## config.mk

```make
export PLATFORM = sky130hd
export DESIGN_NAME = regfile_write_arbiter
export DESIGN_NICKNAME = d
export VERILOG_FILES = /design/src/rtl/regfile_pkg.sv /design/src/rtl/rr_picker.sv /design/src/rtl/regfile_write_arbiter.sv
export SDC_FILE = /design/constraint.sdc
export NUM_CORES = 1
export LEC_CHECK = 0
export ABC_AREA = 1
export CAP_MARGIN = 20
export CORE_MARGIN = 3
export CORE_UTILIZATION = 38
export DETAILED_ROUTE_END_ITERATION = 12
export PLACE_DENSITY = 0.75
export SLEW_MARGIN = 20
export SYNTH_ARGS = -nofsm -noshare
export SYNTH_HDL_FRONTEND = slang
export SYNTH_HIERARCHICAL = 1
export SYNTH_SLANG_ARGS = --single-unit
```

## constraint.sdc

```tcl
create_clock -name clk -period 2.4 [get_ports clk]
set_clock_uncertainty 0.15 [all_clocks]
set_input_delay 0.48 -clock clk [delete_from_list [all_inputs] [get_ports clk]]
set_output_delay 0.48 -clock clk [all_outputs]
set_load 0.02 [all_outputs]
```

## src/rtl/regfile_pkg.sv

```systemverilog
// Shared widths, arbiter state encoding and small helpers for the register-file write arbiter.
package regfile_pkg;

  localparam int RF_ADDR_W = 5;
  localparam int RF_DATA_W = 16;
  localparam int RF_DEPTH  = 32;

  typedef enum logic {
    IDLE   = 1'b0,
    LOCKED = 1'b1
  } arb_state_e;

  function automatic int gid_width(input int n);
    return (n <= 2) ? 1 : $clog2(n);
  endfunction

endpackage

```

## src/rtl/rr_picker.sv

```systemverilog
// Combinational round-robin pick: first set request at or after ptr_i, wrapping modulo N.
// Zero latency; no state, so no backpressure of its own.
module rr_picker #(
  parameter int N  = 3,
  parameter int IW = 2
) (
  input  logic [N-1:0]  req_i,
  input  logic [IW-1:0] ptr_i,
  output logic [N-1:0]  gnt_o,
  output logic [IW-1:0] idx_o,
  output logic          any_o
);

  logic [IW:0]   sum;
  logic [IW-1:0] cand;
  logic          found;

  always_comb begin
    gnt_o = '0;
    idx_o = '0;
    any_o = 1'b0;
    sum   = '0;
    cand  = '0;
    found = 1'b0;
    for (int k = 0; k < N; k++) begin
      sum = {1'b0, ptr_i} + (IW+1)'(k);
      if (sum >= (IW+1)'(N)) begin
        sum = sum - (IW+1)'(N);
      end
      cand = sum[IW-1:0];
      if (!found && req_i[cand]) begin
        found       = 1'b1;
        gnt_o[cand] = 1'b1;
        idx_o       = cand;
      end
    end
    any_o = found;
  end

endmodule

```

## src/rtl/regfile_write_arbiter.sv

```systemverilog
// Round-robin arbiter for the register-file write port with bounded burst lock; one registered write stage (latency 1).
// Losers and non-owners during a lock simply see req_ready=0; REGFILE_ARB_R0_ZERO_EN suppresses writes to register 0.
module regfile_write_arbiter
  import regfile_pkg::*;
#(
  parameter int N_REQ    = 3,
  parameter int LOCK_MAX = 4,
  parameter int GID_W    = (N_REQ <= 2) ? 1 : $clog2(N_REQ)
) (
  input  logic                       clk,
  input  logic                       rst_n,
  input  logic [N_REQ-1:0]           req_valid,
  input  logic [N_REQ-1:0]           req_lock,
  input  logic [N_REQ*RF_ADDR_W-1:0] req_addr,
  input  logic [N_REQ*RF_DATA_W-1:0] req_data,
  output logic [N_REQ-1:0]           req_ready,
  output logic [RF_ADDR_W-1:0]       rf_write_addr,
  output logic [RF_DATA_W-1:0]       rf_write_data,
  output logic                       rf_write_en,
  output logic [GID_W-1:0]           grant_id,
  output logic                       locked
);

  localparam logic [3:0] LOCK_MAX_C = 4'(LOCK_MAX);

  arb_state_e             state_q, state_d;
  logic [GID_W-1:0]       rr_ptr_q, rr_ptr_d;
  logic [GID_W-1:0]       owner_q, owner_d;
  logic [3:0]             beat_cnt_q, beat_cnt_d;
  logic                   wr_en_q, wr_en_d;
  logic [RF_ADDR_W-1:0]   wr_addr_q, wr_addr_d;
  logic [RF_DATA_W-1:0]   wr_data_q, wr_data_d;
  logic [GID_W-1:0]       grant_id_q, grant_id_d;

  logic [N_REQ-1:0]       pick_gnt;
  logic [GID_W-1:0]       pick_idx;
  logic                   pick_any;
  logic [GID_W-1:0]       sel_idx;
  logic [RF_ADDR_W-1:0]   sel_addr;
  logic [RF_DATA_W-1:0]   sel_data;
  logic                   sel_lock;
  logic                   xfer;

  function automatic logic [GID_W-1:0] next_ptr(input logic [GID_W-1:0] x);
    return (x == GID_W'(N_REQ-1)) ? '0 : x + GID_W'(1);
  endfunction

  rr_picker #(
    .N  (N_REQ),
    .IW (GID_W)
  ) u_picker (
    .req_i (req_valid),
    .ptr_i (rr_ptr_q),
    .gnt_o (pick_gnt),
    .idx_o (pick_idx),
    .any_o (pick_any)
  );

  // Ready is suppressed while rst_n is low so nothing is accepted in the reset cycle.
  always_comb begin
    req_ready = '0;
    if (rst_n) begin
      if (state_q == IDLE) begin
        req_ready = pick_any ? pick_gnt : '0;
      end else begin
        for (int i = 0; i < N_REQ; i++) begin
          if (owner_q == GID_W'(i)) begin
            req_ready[i] = req_valid[i];
          end
        end
      end
    end
  end

  assign xfer    = |(req_valid & req_ready);
  assign sel_idx = (state_q == IDLE) ? pick_idx : owner_q;

  always_comb begin
    sel_addr = '0;
    sel_data = '0;
    sel_lock = 1'b0;
    for (int i = 0; i < N_REQ; i++) begin
      if (sel_idx == GID_W'(i)) begin
        sel_addr = req_addr[i*RF_ADDR_W +: RF_ADDR_W];
        sel_data = req_data[i*RF_DATA_W +: RF_DATA_W];
        sel_lock = req_lock[i];
      end
    end
  end

  always_comb begin
    state_d    = state_q;
    rr_ptr_d   = rr_ptr_q;
    owner_d    = owner_q;
    beat_cnt_d = beat_cnt_q;
    grant_id_d = grant_id_q;
    if (xfer) begin
      grant_id_d = sel_idx;
      if (state_q == IDLE) begin
        rr_ptr_d = next_ptr(sel_idx);
        if (sel_lock && (LOCK_MAX > 1)) begin
          state_d    = LOCKED;
          owner_d    = sel_idx;
          beat_cnt_d = 4'd1;
        end
      end else begin
        beat_cnt_d = beat_cnt_q + 4'd1;
        // Owner idle cycles never reach here, so they neither count nor release.
        if (!sel_lock || (beat_cnt_q + 4'd1 == LOCK_MAX_C)) begin
          state_d    = IDLE;
          rr_ptr_d   = next_ptr(owner_q);
          beat_cnt_d = 4'd0;
        end
      end
    end
  end

  always_comb begin
    wr_addr_d = wr_addr_q;
    wr_data_d = wr_data_q;
`ifdef REGFILE_ARB_R0_ZERO_EN
    wr_en_d   = xfer && (sel_addr != '0);
`else
    wr_en_d   = xfer;
`endif
    if (xfer) begin
      wr_addr_d = sel_addr;
      wr_data_d = sel_data;
    end
  end

  always_ff @(posedge clk) begin
    if (!rst_n) begin
      state_q    <= IDLE;
      rr_ptr_q   <= '0;
      owner_q    <= '0;
      beat_cnt_q <= '0;
      wr_en_q    <= 1'b0;
      wr_addr_q  <= '0;
      wr_data_q  <= '0;
      grant_id_q <= '0;
    end else begin
      state_q    <= state_d;
      rr_ptr_q   <= rr_ptr_d;
      owner_q    <= owner_d;
      beat_cnt_q <= beat_cnt_d;
      wr_en_q    <= wr_en_d;
      wr_addr_q  <= wr_addr_d;
      wr_data_q  <= wr_data_d;
      grant_id_q <= grant_id_d;
    end
  end

  assign rf_write_en   = wr_en_q;
  assign rf_write_addr = wr_addr_q;
  assign rf_write_data = wr_data_q;
  assign grant_id      = grant_id_q;
  assign locked        = (state_q == LOCKED);

endmodule

```

# Yosys cells after proc, flatten, opt, wreduce, memory -nomap -nowiden
# Index checks and enable logic that the tools add are counted.
[totals] ff_bits=33 latchBits=0 ramBits=0 rom_bits=0 inputBits=71 output_inout_bits=28 word_cells=101 memories=0
[op_classes] add_sub_neg=8 mul=0 div=0 magnitude_cmp=9 n_eq_ne=6 n_shift=0 n_mux=50 n_bitwise=4 n_reduce_logical=16
[op_table] operator="2-to-1 mux 16 bit" count=3
[op_table] operator="2-to-1 mux 2 bit" count=11
[op_table] operator="2-to-1 mux 1 bit" count=18
[op_table] operator="2-to-1 mux 3 bit" count=6
[op_table] operator="2-to-1 mux 5 bit" count=3
[op_table] operator="2-to-1 mux 4 bit" count=3
[op_table] operator="< comparator 2 x 3 -> 1 bit (second input constant)" count=3
[op_table] operator="binary-select mux 1 bit (select 2 bit)" count=3
[op_table] operator="demux 1 bit (select 2 bit)" count=3
[op_table] operator=">= comparator 2 x 1 -> 1 bit (second input constant)" count=3
[op_table] operator=">= comparator 3 x 2 -> 1 bit (second input constant)" count=2
[op_table] operator="OR 3 bit" count=2
[op_table] operator="subtractor 2 bit (second input constant)" count=3
[op_table] operator="logical AND 1 bit" count=5
[op_table] operator="adder 2 x 1 -> 2 bit (second input constant)" count=2
[op_table] operator="adder 4 x 1 -> 4 bit (second input constant)" count=1
[op_table] operator="== test 2 x 1 -> 1 bit (second input constant)" count=2
[op_table] operator="== test 2 bit (second input constant)" count=2
[op_table] operator="== test 4 x 3 -> 1 bit (second input constant)" count=1
[op_table] operator="logical NOT 2 bit" count=2
[op_table] operator="AND reduction 2 bit" count=2
[op_table] operator="adder 2 x 1 -> 3 bit (second input constant)" count=1
[op_table] operator="adder 2 x 2 -> 3 bit (second input constant)" count=1
[op_table] operator="AND 3 bit" count=1
[op_table] operator="other kinds (8)" count=10

# Depth between registers and ports, before layout
[logic_depth] depth_word=20 mapped_depth=22 mapped_depth_nobuf=22

# Hierarchy
# Netlist, hierarchy kept.
[by_module_without_submodules] module="regfile_write_arbiter" n_inst=1 cells_per_inst=288 area_per_inst_um2=1856.8 seq_area_each_um2=660.6
[by_module_without_submodules] module="rr_picker" n_inst=1 cells_per_inst=64 area_per_inst_um2=332.8 seq_area_each_um2=0.0

# Worst setup path after synthesis
# Ideal clock, no wire load.
[synth_timing] path_kind="register to output" from="reg rr_ptr_q[0]" to="out req_ready[1]" arrival_ns=1.747 required_ns=1.770 slack_ns=0.023 stages_incl_launch_ff=12 path_buffers=0 cell_sequence="dfxtp_1 -> inv_1 -> ha_1 -> inv_2 -> nand3_1 -> o31ai_4 -> nand3_1 -> nand2_1 -> nand2_1 -> nand2_1 -> nand2_1 -> nor2_1"
[synth_between] elab_chain_cells=14 word_cells_on_any_way=47 classes_between="add/sub: 5; order compare: 9; mux: 24; bitwise: 2; reduce/logical: 7"
[synth_lines] element="start, declared" line_no="regfile_write_arbiter.sv:27" source="logic [GID_W-1:0] rr_ptr_q, rr_ptr_d;"
[synth_lines] element="start signal, assigned" line_no="regfile_write_arbiter.sv:144" source="rr_ptr_q <= rr_ptr_d;"
[synth_lines] element="adder 2 x 1 -> 3 bit, or another cell as far along" line_no="rr_picker.sv:26" source="sum = {1'b0, ptr_i} + (IW+1)'(k);"
[synth_lines] element=">= comparator 3 x 2 -> 1 bit, or another cell as far along" line_no="rr_picker.sv:27" source="if (sum >= (IW+1)'(N)) begin"
[synth_lines] element="2-to-1 mux 2 bit, or another cell as far along" line_no="rr_picker.sv:27"
[synth_lines] element="< comparator 2 x 3 -> 1 bit (not written as such), or another cell as far along" line_no="rr_picker.sv:33" source="gnt_o[cand] = 1'b1;"
[synth_lines] element="logical AND 1 bit (not written as such), or another cell as far along" line_no="rr_picker.sv:33"
[synth_lines] element="2-to-1 mux 1 bit (not written as such), or another cell as far along" line_no="rr_picker.sv:33"
[synth_lines] element="demux 1 bit (select 2 bit), or another cell as far along"
[synth_lines] element="OR 3 bit (no source line) or 2-to-1 mux 1 bit (tied branches)"
[synth_lines] element="2-to-1 mux 3 bit or logical NOT 1 bit (tied branches)" line_no="rr_picker.sv:31" source="if (!found && req_i[cand]) begin"
[synth_lines] element="OR 3 bit (no source line) or logical AND 1 bit (tied branches)"
[synth_lines] element="2-to-1 mux 3 bit *" line_no="rr_picker.sv:31"
[synth_lines] element="via pick_gnt[1]" line_no="regfile_write_arbiter.sv:35" source="logic [N_REQ-1:0] pick_gnt;"
[synth_lines] element="2-to-1 mux 3 bit *" line_no="regfile_write_arbiter.sv:64" source="req_ready = pick_any ? pick_gnt : '0;"
[synth_lines] element="2-to-1 mux 3 bit *" line_no="regfile_write_arbiter.sv:63" source="if (state_q == IDLE) begin"
[synth_lines] element="2-to-1 mux 3 bit *" line_no="regfile_write_arbiter.sv:62" source="if (rst_n) begin"
[synth_lines] element="end, declared" line_no="regfile_write_arbiter.sv:16" source="output logic [N_REQ-1:0] req_ready,"
# The timed path passes the listed nets; every way through them passes the cells marked *. The select of a mux whose other input is x is not followed.

# Worst setup path in the final report
[layout_timing] from="reg rr_ptr_q[0]" to="out req_ready[2]"
# Same word-level chain as after synthesis.

==> flow_summary.toml <==
[finish]
nets = 557
fillers = 492
drive_above_1_share = 0.223
n_antenna_cell = 0
syn_to_final_growth_pct = 71.5

[clock_network]
clock-sinks = 33
cts.path.max_buffers = 2
cts-root-buf = "clkbuf_8"
cts-htree-levels = 2
clkTransAtPathRegs_ns = 0.06
numCtsBuffers = 5
clk_latency_ns = 0.28
cts_tree = "done"

[power_and_ir_drop]
switching_power_uw = 2300
swShare = 0.477
peakVddDrop_mv = 0.629
power.density_nw_per_um2 = 1280
p_leak_uw = 0.00169
combPwrFrac = 0.746
clock_power_share = 0.086
seqPwrFrac = 0.168
internal_power_uw = 2520

[worst_setup_path]
cp_max_fo = 5
cp_data_arrival_time_ns = 2.03
cp-end-kind = "output pin"
worstSetupStartpointType = "register"
required_ns = 1.77
worstSetupPathType = "register to output pin"

[outcome]
outcome = "finished with violations"
violations = "negative setup slack"

[timing]
finalCritPeriodShare = 1.11
hold_viol_final = 0
fin_setup_tns_ns = -2.82
worst_slew_pin_slew_ns = 0.314
finalMaxSlewViolations = 0
slew-limit-headroom = 0.791
rsz0062_at_grt = "yes"
fmax_mhz = 377
min_period_ns = 2.66
finalSetupViolCount = 33
setup_ws_ns = -0.256

[yosys]
ys_types = 25
yosysWarnings = 6
synth.avg_cell_area_um2 = 6.22
synth_area_leaders = "dfxtp_1, nand2_1, a21oi_1, nand3_1, o21ai_1"
yosys.area.top_type = "dfxtp_1"
syn_inst = 352
ys_seq_area_frac = 0.302
synth_top_area_share = 0.302
synth_xor_area_frac = 0.00800
synth_adder_area_share = 0.0343
synthSimpleGateAreaFrac = 0.394
yosys-mux-area-fraction = 0
synth_compound_area_frac = 0.161
synth-seq-cells = 33
synth.net_count = 429
synth_area_um2 = 2190
synth_top_family_by_area = "simple AND/OR/NAND/NOR gates"

[run]
max-cap-violations = 0

[floorplan]
dieArea_um2 = 6710
initial_core_util = 0.395
rows = 27
core-area_um2 = 5540
die_h_um = 81.9
ios = 99
die_x_um = 81.9

[drt]
drt_first_pass_iters = 4
vias = 2674
drc = 0
drtIter0Drc = 104
vias_per_cell = 4.84
finalWirelength_um = 7250
ant_nets = 0
wl_per_cell_um = 13.1

[placed_design]
port_buffers = 98
post-place-ws_ns = -0.744
gp_congestion = 0.852
place_hpwl_um = 5080

[global_route]
grt_use_total = 0.209
antenna_found_initial = 0
grt_max_degree = 30
grt_pass1_vias = 2524
grt_pass1_wl_um = 11000
grt-ovfl-total = 0

[hold_path]
hp-class = "register to register"
[path summary, 6_finish.rpt]
path / from / cells past startpoint / slack, ns / endpoint
setup / recovery: rr_ptr_q[0] / 14 / -0.26 / req_ready[2]
hold / removal: rf_write_data[1] / 2 / 0.31 / rf_write_data[1]
setup reg to reg: rr_ptr_q[0] / 22 / -0.16 / owner_q[1]
hold reg to reg: rf_write_data[1] / 2 / 0.31 / rf_write_data[1]
[metrics by stage]
| stage | utilization | hold slack, ns | instance area (µm²) | power (µW) | std cells |
|---|---|---|---|---|---|
| final | 0.678 | 0.314 | 3760 | 4820 | 552 |
| after global routing | 0.678 | 0.335 | 3760 | 5230 | 552 |
| after CTS | 0.654 | 0.312 | 3620 | 4490 | 548 |
| after detailed placement | 0.618 | 0.302 | 3420 | 3840 | 537 |
| after global placement | 0.618 | 0.295 | 3420 | 3800 | 537 |
| after floorplan | - | 0.351 | 2190 | 2770 | 352 |
[synthesized netlist by cell type]
library cell / number
nand3b_1: 2
clkbuf_1: 3
xnor2_1: 1
or2_1: 1
dfxtp_1: 33
buf_2: 6
nand3_2: 5
inv_1: 25
ha_1: 6
nand3_4: 1
nand3_1: 21
xor2_1: 1
and2_1: 1
inv_2: 7
nor2_1: 22
nand2_1: 130
nand2_2: 10
nand4_1: 3
o31ai_4: 1
o21ai_0: 1
o21ai_1: 20
nand2_4: 1
buf_4: 2
buf_6: 4
a21oi_1: 45
[area by class of cell]
| type | instances | area [µm²] | area share |
|---|---|---|---|
| Multi-Input combinational cell | 272 | 1470 | 0.391 |
| Timing Repair Buffer | 136 | 1320 | 0.352 |
| Sequential cell | 33 | 663 | 0.177 |
| Inverter | 32 | 128 | 0.0340 |
| Tap cell | 72 | 90.1 | 0.0240 |
| Clock buffer | 7 | 86.3 | 0.0230 |
[what timing repair did]
action | 4_1_cts | 5_1_grt
pin swaps | 23 | 11
buffers inserted | 5 | 2
setup endpoints to repair | 35 | 35
resized for setup | 45 | 29
hold buffers | 0 | 0
gates cloned | 1 | 2
[critical path, stage by stage (launching register included)]
cell and delay (ns):
dfxtp_2 0.34, inv_2 0.05, ha_4 0.31, inv_6 0.05
nand2_2 0.06, nand3_2 0.07, nand2_2 0.07, nand2_2 0.06
inv_2 0.08, nand3_2 0.09, nand2_1 0.10, nand2_1 0.07
a21oi_2 0.14, and2_1 0.15, buf_6 0.12
[layer usage]
| metal | GRT usage | share of wire | up-vias |
|---|---|---|---|
| li1 | - | - | 1381 |
| met1 | 0.249 | 0.43 | 1177 |
| met2 | 0.348 | 0.47 | 105 |
| met3 | 0.0713 | 0.082 | 11 |
| met4 | 0.0731 | 0.017 | 0 |
| met5 | 0 | 0 | - |
[layout by cell type (no fill, tap or decap), drive strengths merged]
cell type	instances
ha	6
nand4	3
or2	1
o31ai	1
dlygate4sd2	3
xor2	1
nand3b	2
a21oi	45
and2	1
xnor2	1
buf	41
clkdlybuf4s50	92
nand2	141
nor2	22
dfxtp	33
clkbuf	7
inv	32
nand3	27
o21ai	21
[power groups by stage]
stage / sequential, µW / clock [µW] / combinational (µW)
after floorplan: 949 / 0 / 1820
after global placement: 806 / 0 / 3000
after detailed placement: 810 / 0 / 3030
after CTS: 809 / 422 / 3250
after global routing: 829 / 447 / 3960
final: 810 / 415 / 3600
[state kept, by name (all words and copies together), names as in the netlist]
signal / flops
rf_write_data: 16
rf_write_addr: 5
beat_cnt_q: 4
grant_id: 2
owner_q: 2
rr_ptr_q: 2
locked: 1
rf_write_en: 1
[logic make-up after synthesis]
family / after synthesis
XOR/XNOR: 2
flip-flops: 33
buffers and inverters: 47
AND/OR/NAND/NOR: 197
AO/OA/AOI/OAI: 67
adder cells (fa/ha/maj): 6
No activity file was read; power rests on OpenSTA's default activity.
